==> src/rtl/sorted_drain.sv <==
// sorted_drain: serializing read-out stage for the sorting network.
// Accepts one sorted N-element vector per input handshake and emits its
// elements in stored order (element 0 first), one per output handshake,
// with an index and a last marker. The next vector can be accepted on the
// same cycle the final element leaves, so back-to-back vectors stream with
// no bubble.
// Optional feature: define SORT_DRAIN_DUP_FLAG_EN to add the out_dup port,
// which flags an element equal to its predecessor within the same vector.
module sorted_drain #(
  parameter int W = 8,
  parameter int N = 5
) (
  input  logic           clk,
  input  logic           rst,
  input  logic           in_valid,
  output logic           in_ready,
  input  logic [N*W-1:0] in_data,
  output logic           out_valid,
  input  logic           out_ready,
  output logic [W-1:0]   out_data,
  output logic [2:0]     out_idx,
  output logic           out_last
`ifdef SORT_DRAIN_DUP_FLAG_EN
  ,
  output logic           out_dup
`endif
);

  typedef enum logic {S_IDLE = 1'b0, S_DRAIN = 1'b1} state_t;

  localparam logic [2:0] LAST_IDX = 3'(N - 1);

  state_t                r_state;
  state_t                w_state_nxt;
  logic [2:0]            r_idx;
  logic [N-1:0][W-1:0]   r_buf;
  logic                  w_in_hs;
  logic                  w_out_hs;

  // State register
  always_ff @(posedge clk) begin
    if (rst) r_state <= S_IDLE;
    else     r_state <= w_state_nxt;
  end

  // Next-state: leave DRAIN only when the last element leaves with no refill
  always_comb begin
    w_state_nxt = r_state;
    case (r_state)
      S_IDLE:  if (w_in_hs) w_state_nxt = S_DRAIN;
      S_DRAIN: if (w_out_hs && out_last && !w_in_hs) w_state_nxt = S_IDLE;
      default: w_state_nxt = S_IDLE;
    endcase
  end

  // Outputs and handshakes; in_ready follows out_ready combinationally so
  // the refill can coincide with the final element's departure
  always_comb begin
    out_valid = (r_state == S_DRAIN);
    out_last  = (r_idx == LAST_IDX);
    out_idx   = r_idx;
    out_data  = r_buf[r_idx];
    w_out_hs  = out_valid & out_ready;
    in_ready  = !rst & ((r_state == S_IDLE) | (w_out_hs & out_last));
    w_in_hs   = in_valid & in_ready;
  end

  // Vector buffer and element index; buffer changes only on input handshake
  always_ff @(posedge clk) begin
    if (rst) begin
      r_idx <= '0;
      r_buf <= '0;
    end else if (w_in_hs) begin
      r_idx <= '0;
      r_buf <= in_data;
    end else if (w_out_hs) begin
      r_idx <= out_last ? 3'd0 : r_idx + 3'd1;
    end
  end

`ifdef SORT_DRAIN_DUP_FLAG_EN
  logic [2:0] w_prev_idx;

  // Duplicate flag: compare current element with its predecessor; element 0
  // never has a predecessor so the flag is forced low there
  always_comb begin
    w_prev_idx = (r_idx == 3'd0) ? 3'd0 : r_idx - 3'd1;
    out_dup    = out_valid & (r_idx != 3'd0) & (r_buf[r_idx] == r_buf[w_prev_idx]);
  end
`endif

endmodule

==> config.mk <==
export PLATFORM = sky130hd
export DESIGN_NAME = sorted_drain
export DESIGN_NICKNAME = d
export VERILOG_FILES = /design/src/rtl/sorted_drain.sv
export SDC_FILE = /design/constraint.sdc
export NUM_CORES = 1
export LEC_CHECK = 0
export CAP_MARGIN = 30
export CORE_ASPECT_RATIO = 1.25
export CORE_MARGIN = 5
export CORE_UTILIZATION = 30
export DETAILED_ROUTE_END_ITERATION = 10
export PLACE_DENSITY = 0.66
export SLEW_MARGIN = 25
export SYNTH_ARGS = -nofsm -noshare
export SYNTH_HDL_FRONTEND = slang
export SYNTH_SLANG_ARGS = --single-unit
==> constraint.sdc <==
create_clock -name clk -period 3.4 [get_ports clk]
set_input_delay 0.68 -clock clk [delete_from_list [all_inputs] [get_ports clk]]
set_output_delay 0.68 -clock clk [all_outputs]
set_load 0.05 [all_outputs]
## Word-level counts from Yosys, hierarchy flattened

Index checks and enable logic that the tools add are counted.

| storage, ports and cells | value |
|---|---|
| flip-flop bits (word level) | 44 |
| input bits | 44 |
| output and inout port bits | 14 |
| logic and storage cells | 27 |

| cells by class | value |
|---|---|
| add/sub/neg operators | 1 |
| magnitude comparators | 1 |
| equal/unequal tests | 1 |
| muxes and demuxes | 6 |
| bitwise logic cells | 6 |
| reductions and logical operators | 5 |

Operators by type and width:

| operator | number |
|---|---|
| $bmux W8 S3 | 1 |
| $mux W8 | 1 |
| $and A1 B1 Y1 | 4 |
| $lt A3 B4 Y1 const B | 1 |
| $add A3 B1 Y3 const B | 1 |
| $eq A3 B3 Y1 const B | 1 |
| $mux W3 | 1 |
| $logic_and A1 B1 Y1 | 2 |
| $logic_not A1 Y1 | 2 |
| $mux W1 | 2 |
| $pmux W1 S2 | 1 |
| $reduce_or A2 Y1 | 1 |
| $not A1 Y1 | 1 |
| $or A1 B1 Y1 | 1 |

## Logic depth before layout (Yosys ltp)

| logic depth | value |
|---|---|
| depth after elaboration | 9 |
| depth in mapped cells | 8 |

## Worst setup path before layout

No wires, ideal clock.

| timing path | value |
|---|---|
| path type | register -> output |
| start | reg r_idx[1], in the netlist out_idx[1] |
| end | out in_ready |
| data arrival time | 2.125 ns |
| data required time | 2.720 ns |
| slack | 0.595 ns |
| stages on the path, launching flop included | 7 |
| cell sequence | dfxtp_1 clkbuf_1 clkbuf_1 inv_1 ha_1 nand3_1 a21oi_1 |

| between the ends | value |
|---|---|
| longest elaborated chain between the ends | 4 |

RTL lines:

| what | RTL line | text |
|---|---|---|
| from (decl) | 35 | `logic [2:0] r_idx;` |
| from (signal assigned) | 77 | `r_idx <= out_last ? 3'd0 : r_idx + 3'd1;` |
| $eq A3 B3 Y1 | 60 | `out_last = (r_idx == LAST_IDX);` |
| $and A1 B1 Y1 | 64 | `in_ready = !rst & ((r_state == S_IDLE) \| (w_out_hs & out_last));` |
| $or A1 B1 Y1 | 64 |  |
| $and A1 B1 Y1 | 64 |  |
| to (decl) | 16 | `output logic in_ready,` |

No other way between the ends.

## Worst setup path in the final report

| timing path | value |
|---|---|
| start | reg r_idx[1], in the netlist out_idx[1] |
| end | out out_data[6] |

| between the ends | value |
|---|---|
| longest elaborated chain between the ends | 2 |

RTL lines:

| what | RTL line | text |
|---|---|---|
| $bmux W8 S3 | 62 | `out_data = r_buf[r_idx];` |
| $mux W8 (not written as such) | 62 |  |
| to (decl) | 20 | `output logic [W-1:0] out_data,` |

No other way between the ends. The select of a mux whose other input is x is not followed.

==> impl_results.md <==
* Gp weighted congestion at 0.7488
* EDFF count, synth at 0
* Reg clk slew, reported paths at 90 ps
* Share of post-route cells with drive strength above 1 at 23.79%
* Post-DP HPWL at 3256 µm
* Max_cap viols at 0
* GRT Util Overall at 12.00%
* Post-Syn Nets at 218
* Leakage at 0.0009450 µW
* Clock skew at 5.053 ps
* Die width at 81.12 µm
* Final hold vios at 0
* Synth cell types at 25
* Initial core utilization at 30.76%
* Vias per cell at 4.721
* Grt total ovfl at 0
* Status: complete, no violations
* Port bufs at 57
* Final Cycle Share at 85.49%
* Clock Tree Root: clkbuf_8
* Critical-path maximum fanout at 13
* Resized cells post-CTS at 0
* Setup Buffers After CTS at 0
* Clock power share at 35.1%
* WHS Path Cells at 1
* Cell count after synthesis at 172
* Pwr dens at 442.5 nW/µm²
* Commonest cells in the netlist: dfxtp_1 (44), a22o_2 (30), mux2i_1 (16), o21ai_0 (16), a22o_1 (10)
* Post-synth ARST share at 0%
* Reg2reg end: out_idx[0]
* Peak supply drop at 205.0 µV
* Fmax at 0.3440 GHz
* CP max-delay cell: clkdlybuf4s50_1
* CP arrival at 2230 ps
* Worst relative slew slack at 65.62%
* Total CTS buffers at 5
* First-pass GRT wire length at 7445 µm
* Die H at 98.90 µm
* Later-pin clock latency in the skew report at 290 ps
* Post-route ant nets at 0
* FP Rows at 32
* Nets at 272
* Largest cells by area after synthesis: dfxtp_1 (46%), a22o_2 (16%), mux2i_1 (8.4%)
* Drt initial violations at 39
* Crit Path Category: reg -> out
* Vias at 1473
* Hold-fix buffers at CTS at 0
* Synthesized area at 1897 µm²
* Worst R2R Start: out_idx[0]
* Fillers at 631
* CP cell instances: mux2i_1 > o21ai_0 > o21a_1 > clkdlybuf4s50_1
* Setup tns final at 0 ps
* Area Overhead vs Synth at 38.65%
* Mapped Avg Cell Area at 11.03 µm²
* Slew Viols, Final at 0
* Hold Crit Class: reg -> reg
* Setup violators final at 0
* Largest delay share family, worst path: buffers and inverters
* Clock tree buffer depth at 2
* Final worst-path setup slack at 493.2 ps
* Count leader, synth: dfxtp_1
* Slew @ Worst Pin at 514.1 ps
* Worst reg-to-reg path cell count at 7
* Multi-input gate area at 919.6 µm²
* Psw at 293.9 µW
* Sequential Area at 880.8 µm²
* Die Area at 8023 µm²
* Seq/Total Area, Yosys at 46.44%
* Startpoint Class: flip-flop
* Drt drc at 0
* Int Power at 869.9 µW
* CP Buf/Inv Count at 1
* Hold Crit Start: r_buf[34]
* CTS sink cnt at 44
* R2R Setup Slk at 1110 ps
* CP peak stage delay at 800 ps
* Ys flop type: dfxtp_1
* H-tree Lvls at 2
* Top-level port count at 58
* Top cell type's share of synthesized area at 46.44%
* Flop pwr share at 48.5%
* Worst Path Required at 2720 ps
* Wire length per cell at 14.73 µm
* Setup crit end kind: output port
* Sw frac at 25.26%
* Logic pwr share at 16.5%
* First-pass DRT Iterations at 4
* Synth area leader: dfxtp_1
* Syn. warnings at 0
* Final WL at 4597 µm
* RSZ-0062 raised after global routing: no
* Post-layout min period at 2907 ps
* Vias in the first global route at 1540
* CTS tree: built
* Initial antenna violation count at 0
* Ant diodes at 0
* Pin count of the biggest net entering global routing at 44
* Pre-CTS setup slack at 800.7 ps
* Worst Hold Endpoint: r_buf[34]
* Core ar. at 6166 µm²
* Synth Register Bits at 44
[placed cells by master, fill, tap and decap left out]
cell and instances:
clkdlybuf4s50_1 51, dfxtp_1 44, a22o_2 30, mux2i_1 16, o21ai_0 16, buf_4 12, a22o_1 10, o21a_1 8
nand3b_1 7, clkbuf_8 5, nand2_1 4, a21boi_0 3, inv_1 2, a21oi_1 2, nor2_1 2, ha_1 2
and2_4 1, nand3_1 1, o22ai_1 1, nand2b_1 1, a21oi_4 1, nor2b_1 1, a311oi_4 1, or3b_2 1
or3_1 1, nand4b_1 1, clkinvlp_4 1, inv_6 1, bufinv_16 1
[worst max path at each step]
stage / cells past startpoint / to / slack (ps) / startpoint
3_3_place_gp: 4 / in_ready / 860 / out_ready
4_1_cts: 4 / out_data[6] / 450 / out_idx[1]
6_report: 4 / out_data[6] / 490 / out_idx[1]
5_1_grt: 4 / out_data[6] / 320 / out_idx[1]
3_5_place_dp: 4 / out_data[6] / 800 / out_idx[1]
2_1_floorplan: 6 / in_ready / 590 / out_idx[1]
[power groups by stage]
| stage | Sequential, µW | Combinational (µW) | Clock [µW] |
|---|---|---|---|
| 2_1_floorplan | 574 | 109 | 0 |
| 3_3_place_gp | 576 | 192 | 0 |
| 3_5_place_dp | 576 | 194 | 0 |
| 4_1_cts | 564 | 194 | 423 |
| 5_1_grt | 568 | 205 | 447 |
| 6_report | 564 | 191 | 408 |
[through the flow]
step	cells	instance area [µm²]	power, µW	util, %	hold slack (ps)
final	312	2630	1164	42.65	482.7
after global routing	312	2630	1220	42.65	494.8
after CTS	312	2630	1182	42.65	484.3
after detailed placement	304	2515	769.3	40.79	458.4
after global placement	304	2515	767.7	40.79	458.2
after floorplan	172	1897	683.4	-	441.7
[logic make-up after synthesis]
logic type | share of synthesized area (%)
compound gates | 31.53
fa+ha+maj | 1.319
buf+inv | 5.673
flops | 46.44
mux | 8.443
simple gates | 6.597
[layer usage]
layer	track usage, %	wire length (µm)
met4	4.681	57
met5	0	0
met1	15.03	2170
met2	19.54	2169
met3	2.925	200
[flip-flops by register name, summed over array words and instances, names as in the netlist]
signal,count
r_buf,40
out_idx,3
out_valid,1
[cell type report]
class / instances / share of cell area (%)
clock buffer: 5 / 2.617
clock inverter: 3 / 1.760
inverter: 2 / 0.2854
multi-input combinational: 110 / 34.97
sequential: 44 / 33.49
tap: 85 / 4.044
timing repair buffer: 63 / 22.84
(Power assumes the default switching activity.)
